## src/rtl/fibo_pkg.sv

```systemverilog
// Shared definitions for the Fibonacci controller and datapath:
// ALU opcodes and register-file addresses.
package fibo_pkg;

    typedef enum logic [2:0] {
        OP_PASS = 3'b000,
        OP_ADD  = 3'b001,
        OP_SUB  = 3'b010,
        OP_DEC  = 3'b011,
        OP_INC  = 3'b100,
        OP_AND  = 3'b101,
        OP_OR   = 3'b110,
        OP_CLR  = 3'b111
    } alu_op_e;

    localparam logic [1:0] REG_R0 = 2'd0;
    localparam logic [1:0] REG_R1 = 2'd1;
    localparam logic [1:0] REG_R2 = 2'd2;
    localparam logic [1:0] REG_R3 = 2'd3;

endpackage

```

## src/rtl/fibo_alu.sv

```systemverilog
// Combinational ALU for the Fibonacci datapath; arithmetic is done one bit
// wider so the top bit carries the carry-out or borrow.
module fibo_alu
    import fibo_pkg::*;
#(
    parameter int SIZE = 8
) (
    input  logic [SIZE-1:0] a,
    input  logic [SIZE-1:0] b,
    input  logic [2:0]      op,
    output logic [SIZE-1:0] result,
    output logic            carry
);

    logic [SIZE:0] wide;

    // Logic ops leave the top bit at zero, so carry is only ever set by arithmetic.
    always_comb begin
        wide = '0;
        case (op)
            OP_PASS: wide = {1'b0, a};
            OP_ADD:  wide = {1'b0, a} + {1'b0, b};
            OP_SUB:  wide = {1'b0, a} - {1'b0, b};
            OP_DEC:  wide = {1'b0, a} - (SIZE+1)'(1);
            OP_INC:  wide = {1'b0, a} + (SIZE+1)'(1);
            OP_AND:  wide = {1'b0, a & b};
            OP_OR:   wide = {1'b0, a | b};
            OP_CLR:  wide = '0;
            default: wide = '0;
        endcase
        result = wide[SIZE-1:0];
        carry  = wide[SIZE];
    end

endmodule

```

## src/rtl/fibo_datapath.sv

```systemverilog
// Register file, ALU and flag/output registers executing the Fibonacci
// controller's control words.
module fibo_datapath
    import fibo_pkg::*;
#(
    parameter int         SIZE     = 8,
    parameter logic [1:0] OUT_ADDR = 2'd3
) (
    input  logic            CLK,
    input  logic            RST,
    input  logic [2:0]      alu_opcode,
    input  logic [1:0]      rd_addr1,
    input  logic [1:0]      rd_addr2,
    input  logic [1:0]      wrt_addr,
    input  logic            wrt_en,
    input  logic            load_data,
    input  logic [SIZE-1:0] DATA_IN,
    output logic            ZERO_FLAG,
    output logic            CARRY_FLAG,
    output logic [SIZE-1:0] RESULT,
    output logic            RESULT_VALID
);

    logic [SIZE-1:0] regs [4];
    logic [SIZE-1:0] alu_result;
    logic            alu_carry;
    logic            write;
    logic [SIZE-1:0] write_data;

    fibo_alu #(.SIZE(SIZE)) alu (
        .a      (regs[rd_addr1]),
        .b      (regs[rd_addr2]),
        .op     (alu_opcode),
        .result (alu_result),
        .carry  (alu_carry)
    );

    assign write      = wrt_en | load_data;
    assign write_data = load_data ? DATA_IN : alu_result;

    // Reads see pre-edge contents, which gives read-modify-write for free.
    always_ff @(posedge CLK or posedge RST) begin
        if (RST) begin
            for (int i = 0; i < 4; i++) regs[i] <= '0;
        end else if (write) begin
            regs[wrt_addr] <= write_data;
        end
    end

    // Carry is sticky across ALU writes and only a load clears it.
    always_ff @(posedge CLK or posedge RST) begin
        if (RST) begin
            ZERO_FLAG    <= 1'b0;
            CARRY_FLAG   <= 1'b0;
            RESULT       <= '0;
            RESULT_VALID <= 1'b0;
        end else begin
            RESULT_VALID <= write && (wrt_addr == OUT_ADDR);
            if (write) begin
                ZERO_FLAG <= (write_data == '0);
                if (load_data)
                    CARRY_FLAG <= 1'b0;
                else if (alu_carry)
                    CARRY_FLAG <= 1'b1;
                if (wrt_addr == OUT_ADDR)
                    RESULT <= write_data;
            end
        end
    end

endmodule

```

## config.mk

```make
export PLATFORM = sky130hd
export DESIGN_NAME = fibo_datapath
export DESIGN_NICKNAME = d
export VERILOG_FILES = /design/src/rtl/fibo_pkg.sv /design/src/rtl/fibo_alu.sv /design/src/rtl/fibo_datapath.sv
export SDC_FILE = /design/constraint.sdc
export NUM_CORES = 1
export LEC_CHECK = 0
export CAP_MARGIN = 20
export CORE_UTILIZATION = 60
export DETAILED_ROUTE_END_ITERATION = 7
export DONT_BUFFER_PORTS = 1
export GPL_ROUTABILITY_DRIVEN = 0
export PLACE_DENSITY = 0.76
export SYNTH_ARGS = -nofsm -noshare
export SYNTH_HDL_FRONTEND = slang
export SYNTH_SLANG_ARGS = --single-unit
export TNS_END_PERCENT = 20
```

## constraint.sdc

```tcl
create_clock -name CLK -period 8.1 [get_ports CLK]
set_clock_uncertainty 0.15 [all_clocks]
set_input_delay 2.43 -clock CLK [delete_from_list [all_inputs] [get_ports CLK]]
set_output_delay 2.43 -clock CLK [all_outputs]
set_load 0.02 [all_outputs]
```

==> results by group, run 1 <==
Clock tree
  • Clock root buffer: clkbuf_8
  • Hold_buf cts: 0
  • Clock slew at reported path FFs: 0.07 ns
  • Post-CTS Repair Setup Buffers: 0
  • CTS Sinks: 35
  • CTS tree: built
  • Clock Path Buffers: 2
  • Clock latency on the worst-skew pair: 0.28 ns
  • H-tree Lvls: 2
  • Post-CTS sizing: 0
  • Num CTS Buffers: 5

Route
  • DR vias/cell: 6.59
  • Routed vias: 2240
  • ANT nets after route: 0
  • DRT Wirelength: 6480 um
  • Number of detailed-route iterations in the first pass: 6
  • Routed wire per std cell: 19.1 um
  • Drt first-iter violations: 184
  • DRC viols: 2

Timing
  • Fin crit share: 0.745
  • Setup TNS: 0 ns
  • Setup violations, final: 0
  • RSZ-0062 raised after global routing: no
  • Fin. max-slew vios: 0
  • Relative slew margins: 0.569
  • Fmax: 0.166 GHz
  • Least-Margin Pin Slew: 0.645 ns
  • Minimum clock period: 6.04 ns
  • Final Hold Viols: 0
  • Worst Slack Setup Final: 2.06 ns

Power and ir drop
  • Leakage power: 0.00116 uW
  • Worst vdd ir: 213 uV
  • Cell area power density: 262 mW/mm^2

Floorplanning
  • Die area: 0.00498 mm^2
  • Row Count: 24
  • Starting Density: 0.635
  • Num ports: 32
  • Die X: 70.6 um
  • Die Height: 70.6 um
  • CORE AREA: 0.00444 mm^2

Logic synthesis
  • Area contributors post-synth: dfrtp_1, mux4_2, nand2_1
  • Syn Nets: 338
  • Sequential area share after synthesis: 0.311
  • Yosys warns: 0
  • Synth Flop Type: dfrtp_1
  • Seq cells post-synth: 35
  • Synth cell count leaders: nand2_1, dfrtp_1, o21ai_0
  • Syn avg cell area: 9.19 um^2
  • Most common cell in the netlist: nand2_1
  • Distinct cell type count of the synthesized netlist: 58
  • Cells after synthesis: 307
  • Mapped Area: 0.00282 mm^2
  • Dominant cell type by area after synthesis: dfrtp_1
  • Async set or reset register ratio after synthesis: 1.00
  • Synth top area share: 0.311
  • EDFF count, synth: 0

Global route
  • Antenna violations before repair: 0
  • GRT Util Overall: 0.291
  • Vias in the first global route: 2213
  • Grt total ovfl: 0
  • Largest net degree at the start of global routing: 36
  • First-pass GRT wire length: 11200 um

Cells and area
  • Layout Area Growth over Synthesis: 0.0888%
  • Fill count: 390
  • ANT cells: 0
  • Post-route cell area: 0.00282 mm^2
  • Final core occ: 0.635
  • Fin nets: 320
  • Layout cells sized above 1: 0.122

Run
  • Maxcap violations: 0

Place
  • Post-place setup slack: 1.78 ns
  • Placed cell areas: 0.00275 mm^2
  • Detailed-placement wirelength estimate: 4940 um
  • PortBufs: 0

Run status
  • Outcome: complete, but fails checks
  • Failing checks: DRC

Worst setup path
  • CP Launch Type: input port
  • Element type at the critical path end: flip-flop
  • Crit path kind: in -> reg
  • CP arrival: 6.11 ns
  • Critical path peak fanout: 8
  • CP required: 8.17 ns
  • R2R cell count: 15

Min path
  • Hold Path Class: reg -> reg
  • Number of cells on the worst hold path: 2
[power breakdown]
part	leakage (uW)	switching (uW)	internal, uW	total (uW)
Sequential	0.000435	53.3	220	273
Combinational	0.000689	192	163	355
Clock	0.0000371	55.5	57.2	113
[kinds of logic (layout without fill, tap and decap cells)]
logic type	Yosys count	count (layout)	synth area share
xor gates and xnor gates	8	8	0.0248
and+or+nand+nor	106	106	0.181
muxes	20	20	0.149
buffers and inverters	39	20	0.0692
DFF	35	35	0.311
adders and majority gates	10	10	0.0470
AOI/OAI and AO/OA	89	89	0.218
[stage by stage]
stage | power, uW | cells | hold WS, ns
CTS | 741 | 340 | 0.352
floorplan | 573 | 307 | 0.308
global route | 800 | 340 | 0.387
finish | 741 | 340 | 0.352
global placement | 613 | 334 | 0.325
detailed placement | 627 | 334 | 0.338
[final cells by class]
cell class,instances,area (um^2),area share
Clock buffer,6,72.6,0.0257
Inverter,12,45.0,0.0160
Multi-Input combinational cell,233,1750,0.620
Sequential cell,35,876,0.310
Tap cell,52,65.1,0.0230
Timing Repair Buffer,2,15.0,0.00532
[worst max-delay path, stage by stage]
cell       delay, ns
mux4_1          0.59
inv_1           0.13
ha_1            0.18
nand2b_1        0.10
or3_2           0.49
a21oi_1         0.14
nor3_1          0.07
ha_1            0.35
and3_1          0.20
a2111oi_0       0.51
xor2_1          0.20
nor2_1          0.06
o22a_1          0.24
nor4b_2         0.26
a22o_1          0.15
[path summary, 6_finish.rpt]
| path | start | endpoint | slack [ns] |
|---|---|---|---|
| setup / recovery | rd_addr2[0] | ZERO_FLAG$_DFFE_PP0P_ | 2.06 |
| min in group asynchronous | RST | regs[3]$_DFFE_PP0P_ | 1.98 |
| hold / removal | regs[25]$_DFFE_PP0P_ | regs[25]$_DFFE_PP0P_ | 0.35 |
| max in group asynchronous | RST | regs[20]$_DFFE_PP0P_ | 5.50 |
| hold reg to reg | regs[25]$_DFFE_PP0P_ | regs[25]$_DFFE_PP0P_ | 0.35 |
| setup reg to reg | regs[1]$_DFFE_PP0P_ | ZERO_FLAG$_DFFE_PP0P_ | 3.75 |
[sequential cells by signal, indices dropped and copies added (netlist names)]
signal        cells
regs             32
CARRY_FLAG        1
RESULT_VALID      1
ZERO_FLAG         1
[layout by cell type, fill, tap and decap left out, types with 3 or more instances in the layout]
cell type and count:
nor2_1 19, nand2b_1 5, o21ai_0 24, o21a_1 4
nand2_1 43, o211ai_1 7, mux2_2 4, dfrtp_1 35
ha_1 9, xnor2_1 4, inv_1 12, nor2b_1 7
a21oi_1 16, o31ai_1 8, clkbuf_8 5, o221ai_1 3
mux4_2 12, nand3_1 4, and3_1 3, a31oi_1 3
xor2_1 4, nor3_1 10, mux4_1 4
[routing by layer]
metal	vias up	wire, um	global-route usage
met3	9	350	0.0484
li1	1091	-	-
met5	-	0	0
met4	0	105	0.0800
met2	61	3160	0.488
met1	1079	2860	0.399
No activity file was read; power rests on OpenSTA's default activity.
==> run 2: changes to the inputs <==
- clock period: 8.1 -> 5.8 ns (I/O delays scaled with it)
==> run 2 against run 1 <==
Against the previous run: count of clock-buffer cells in the layout is 2 higher; non-clock buffer count grew 2; clock power up 70%; via count up 1.4%; final area up 1.5%; setup slack got worse by 1.6 ns; register-to-register slack got worse by 2.3 ns; the run still ends with DRC left.
==> results by group, run 2 (synthesis gave the netlist of run 1 again) <==
Run status
  • Outcome: complete, but fails checks
  • Failing checks: DRC

Clock tree
  • Clock Path Buffers: 2
  • Num CTS Buffers: 5
  • Hold_buf cts: 0
  • Clock root buffer: clkbuf_8
  • Post-CTS Repair Setup Buffers: 0
  • CTS Sinks: 35
  • Clock latency on the worst-skew pair: 0.29 ns
  • Clock slew at reported path FFs: 0.07 ns
  • H-tree Lvls: 2
  • Post-CTS sizing: 0
  • CTS tree: built

Place
  • Inst Count DP: 336
  • PortBufs: 0
  • Detailed-placement wirelength estimate: 4980 um
  • Post-place setup slack: 0.214 ns

Global route
  • Grt total ovfl: 0
  • Antenna violations before repair: 0
  • Vias in the first global route: 2180
  • GRT Util Overall: 0.286
  • Largest net degree at the start of global routing: 36
  • First-pass GRT wire length: 11000 um

Cells and area
  • Non-filler instance count after layout: 344
  • Max reg flops: 32
  • Commonest cells after routing, fill and taps aside: nand2_1, dfrtp_1, o21ai_0, nor2_1, a21oi_1
  • Layout cells sized above 1: 0.134
  • Layout Area Growth over Synthesis: 1.60%
  • ANT cells: 0
  • Fin nets: 322
  • Final core occ: 0.645
  • Fill count: 376
  • Most common cell after layout, fill and taps aside: nand2_1
  • Biggest register: regs

Floorplanning
  • Die area: 0.00498 mm^2
  • Die X: 70.6 um
  • Die Height: 70.6 um
  • CORE AREA: 0.00444 mm^2
  • Num ports: 32
  • Starting Density: 0.635
  • Row Count: 24

Run
  • Maxcap violations: 0

Worst setup path
  • Worst-path cell chain: mux4_1 -> inv_1 -> ha_1 -> nand2b_1 -> or3_2 -> a21oi_1 -> nor3_1 -> ha_1 -> and3_1 -> a2111oi_0 -> xor2_1 -> nor2_1 -> o22a_1 -> nor4b_2 -> a22o_1
  • Slowest cell on the critical path: mux4_1
  • Crit path kind: in -> reg
  • CP Launch Type: input port
  • Element type at the critical path end: flip-flop
  • Crit path depth: 15
  • Largest delay share family, worst path: simple AND/OR/NAND/NOR gates
  • Buf/Inv on CP: 1
  • Critical path peak fanout: 8
  • R2R cell count: 15
  • Worst path most repeated cell: ha_1
  • CP required: 5.88 ns
  • Reg2reg setup slack: 1.48 ns
  • R2r startpoint: regs[1]$_DFFE_PP0P_
  • Reg-to-reg endpoint: ZERO_FLAG$_DFFE_PP0P_
  • CP arrival: 5.38 ns
  • Largest stage delay, worst path: 0.59 ns

Timing
  • RSZ-0062 raised after global routing: no
  • Fin crit share: 0.913
  • Fmax: 0.189 GHz
  • Relative slew margins: 0.587
  • Setup violations, final: 0
  • Least-Margin Pin Slew: 0.613 ns
  • Worst Slack Setup Final: 0.504 ns
  • Setup TNS: 0 ns
  • Minimum clock period: 5.30 ns
  • Fin. max-slew vios: 0
  • Final Hold Viols: 0

Route
  • DR vias/cell: 6.60
  • Met3 Wirelength: 287 um
  • DR top layer: met4
  • Routed wire per std cell: 19.0 um
  • Number of detailed-route iterations in the first pass: 6
  • DRT Wirelength: 6540 um
  • WL met1: 2930 um
  • Met2 WL: 3200 um
  • DRC viols: 2
  • ANT nets after route: 0
  • Drt first-iter violations: 169
  • Routed vias: 2271

Min path
  • Hold Path Class: reg -> reg
  • Number of cells on the worst hold path: 2
  • Hold path start: regs[19]$_DFFE_PP0P_
  • Hold endpoint: regs[19]$_DFFE_PP0P_

Power and ir drop
  • Leakage power: 0.00119 uW
  • Cell area power density: 375 mW/mm^2
  • Worst vdd ir: 273 uV
run 2: metal layers:
| layer | track usage | vias to the layer above |
|---|---|---|
| met1 | 0.399 | 1101 |
| met5 | 0 | - |
| met4 | 0.0911 | 0 |
| li1 | - | 1102 |
| met2 | 0.466 | 56 |
| met3 | 0.0484 | 12 |
run 2: cell type report:
cell class	count	area, um^2	share of cell area
Multi-Input combinational cell	233	1750	0.610
Inverter	12	45.0	0.0157
Clock buffer	8	100	0.0349
Sequential cell	35	876	0.306
Timing Repair Buffer	4	30.0	0.0105
Tap cell	52	65.1	0.0227
run 2: worst max path at each step:
| stage | end | slack, ns | startpoint |
|---|---|---|---|
| finish | ZERO_FLAG$_DFFE_PP0P_ | 0.50 | rd_addr2[0] |
| global route | ZERO_FLAG$_DFFE_PP0P_ | 0.28 | rd_addr2[0] |
| CTS | ZERO_FLAG$_DFFE_PP0P_ | 0.51 | rd_addr2[0] |
| detailed placement | ZERO_FLAG$_DFFE_PP0P_ | 0.21 | rd_addr2[0] |
| global placement | ZERO_FLAG$_DFFE_PP0P_ | 0.27 | rd_addr2[0] |
| floorplan | ZERO_FLAG$_DFFE_PP0P_ | 0.32 | rd_addr2[0] |
run 2: worst reg2reg max path: cells and delay by family (launching register included):
family | cells | cell delay [ns]
simple gates | 6 | 1.18
flops | 1 | 0.48
mux | 1 | 0.59
fa+ha+maj | 2 | 0.52
buf+inv | 1 | 0.13
compound gates | 4 | 1.03
xor+xnor | 1 | 0.19
run 2: through the flow:
stage / hold WS [ns] / power, uW / cell area [um^2]
after floorplan: 0.308 / 800 / 2820
after global placement: 0.324 / 862 / 2770
after detailed placement: 0.340 / 881 / 2770
after CTS: 0.353 / 1080 / 2870
after global routing: 0.382 / 1160 / 2870
final: 0.354 / 1080 / 2870
run 2: power by group:
group	internal, uW	switching [uW]
clock network	108	84.1
logic	232	267
registers	307	76.3
total	648	428
==> run 3: changes to the inputs <==
==> constraint.sdc (replaced) <==
create_clock -name CLK -period 5.8 [get_ports CLK]
set_clock_uncertainty 0.15 [all_clocks]
set_input_delay 1.16 -clock CLK [delete_from_list [all_inputs] [get_ports CLK]]
set_output_delay 1.16 -clock CLK [all_outputs]
set_load 0.02 [all_outputs]
==> run 3 against run 2 <==
Against the previous run: the flow still finishes with violations (DRC); power down 3.5%; fmax up 11%; first-iteration DRC count down 11%; combinational power down 0.8%; count of clock-buffer cells in the layout down 2; hold slack worse by 0.0056 ns; setup slack better by 0.52 ns; largest power group unchanged; flip-flop and latch count unchanged; sequential power about the same; wire length down 0.32%; register-to-register slack worse by 0.04 ns; cell count down 1.2%.
==> results by group, run 3 (synthesis gave the netlist of run 1 again) <==
Run status
  • Outcome: complete, but fails checks
  • Failing checks: DRC

Route
  • Drt first-iter violations: 151
  • Number of detailed-route iterations in the first pass: 6
  • ANT nets after route: 0
  • Routed vias: 2266
  • Routed wire per std cell: 19.2 um
  • DRT Wirelength: 6510 um
  • DR vias/cell: 6.66
  • DRC viols: 2

Floorplanning
  • Die Height: 70.6 um
  • Row Count: 24
  • Die X: 70.6 um
  • Die area: 0.00498 mm^2
  • Starting Density: 0.635
  • CORE AREA: 0.00444 mm^2
  • Num ports: 32

Cells and area
  • Layout cells sized above 1: 0.122
  • Area occupied by registers: 876 um^2
  • Commonest cells after routing, fill and taps aside: nand2_1, dfrtp_1, o21ai_0, nor2_1, a21oi_1
  • Fin nets: 320
  • Fill count: 395
  • Multi-input combinational cell area: 0.00175 mm^2
  • Most common cell after layout, fill and taps aside: nand2_1
  • Biggest register: regs
  • Final core occ: 0.635
  • Layout Area Growth over Synthesis: 0.0888%
  • Max reg flops: 32
  • ANT cells: 0

Power and ir drop
  • Cell area power density: 367 mW/mm^2
  • Power Total: 1040 uW
  • Leakage power: 0.00116 uW
  • Worst vdd ir: 224 uV

Global route
  • Grt total ovfl: 0
  • First-pass GRT wire length: 11100 um
  • Antenna violations before repair: 0
  • GRT Util Overall: 0.291
  • Vias in the first global route: 2221
  • Largest net degree at the start of global routing: 36

Worst setup path
  • CP arrival: 4.85 ns
  • CP Launch Type: input port
  • CP required: 5.88 ns
  • Worst-path cell chain: mux4_1 -> inv_1 -> ha_1 -> nand2b_1 -> or3_2 -> a21oi_1 -> nor3_1 -> ha_1 -> and3_1 -> a2111oi_0 -> xor2_1 -> nor2_1 -> o22a_1 -> nor4b_2 -> a22o_1
  • Reg2reg setup slack: 1.44 ns
  • Largest stage delay, worst path: 0.59 ns
  • Worst path most repeated cell: ha_1
  • Element type at the critical path end: flip-flop
  • R2r startpoint: regs[1]$_DFFE_PP0P_
  • Critical path peak fanout: 8
  • Crit path kind: in -> reg
  • Crit. Startpoint: rd_addr2[0]
  • Slowest cell on the critical path: mux4_1

Timing
  • Worst Hold Slack: 0.349 ns
  • Setup violations, final: 0
  • Fmax: 0.210 GHz
  • Least-Margin Pin Slew: 0.642 ns
  • Minimum clock period: 4.77 ns
  • Setup TNS: 0 ns
  • Fin. max-slew vios: 0
  • RSZ-0062 raised after global routing: no
  • Final Hold Viols: 0
  • Fin crit share: 0.823
  • Relative slew margins: 0.570

Clock tree
  • Clock latency on the worst-skew pair: 0.28 ns
  • H-tree Lvls: 2
  • Hold_buf cts: 0
  • CTS tree: built
  • Post-CTS Repair Setup Buffers: 0
  • Num CTS Buffers: 5
  • Clock Path Buffers: 2
  • CTS Sinks: 35
  • Post-CTS sizing: 0
  • Clock root buffer: clkbuf_8
  • Clock slew at reported path FFs: 0.07 ns

Place
  • Detailed-placement wirelength estimate: 4940 um
  • PortBufs: 0

Run
  • Maxcap violations: 0

Min path
  • Hold Path Class: reg -> reg
  • Hold path start: regs[25]$_DFFE_PP0P_
## run 3: cell types whose count changed in the layout (fill, tap and decap cells not counted), sizes merged
cell    change
clkbuf      -2
buf         -2
## run 3: worst paths after layout
check,to,depth (start not counted)
min,regs[25]$_DFFE_PP0P_,2
max reg2reg,ZERO_FLAG$_DFFE_PP0P_,15
max,ZERO_FLAG$_DFFE_PP0P_,15
min in group asynchronous,regs[3]$_DFFE_PP0P_,2
min reg2reg,regs[25]$_DFFE_PP0P_,2
max in group asynchronous,RESULT_VALID$_DFF_PP0_,2
## run 3: routing by layer
metal,track usage,part of all wire,vias to the layer above,wire length (um)
met2,0.488,0.50,70,3230
li1,-,-,1090,-
met3,0.0456,0.058,7,380
met4,0.0844,0.014,0,88
met5,0,0,-,0
met1,0.397,0.43,1099,2810
## run 3: worst max-delay path: cells and delay by family
| kind | cells | cell delay (ns) |
|---|---|---|
| adders and majority gates | 2 | 0.55 |
| and+or+nand+nor | 6 | 1.17 |
| buffers and inverters | 1 | 0.13 |
| muxes | 1 | 0.59 |
| xor gates and xnor gates | 1 | 0.20 |
| AOI/OAI and AO/OA | 4 | 1.03 |
## run 3: area by class of cell
| class | count | area share |
|---|---|---|
| multi-input cells | 233 | 0.620 |
| flip-flops and latches | 35 | 0.310 |
| clock buffers | 6 | 0.0257 |
| well taps | 52 | 0.0230 |
| inverters | 12 | 0.0160 |
| repair buffers | 2 | 0.00532 |
## run 3: power by group
part | leakage, uW | switching, uW | internal (uW)
registers | 0.000435 | 74.7 | 307
clock network | 0.0000371 | 79.9 | 79.9
logic | 0.000689 | 268 | 228
## run 3: metrics by stage
stage	worst slack [ns]	cell area (um^2)	cells
floorplan	0.901	2820	307
finish	1.03	2820	340
global route	0.789	2820	340
CTS	1.04	2820	340
global placement	0.854	2750	334
detailed placement	0.753	2750	334
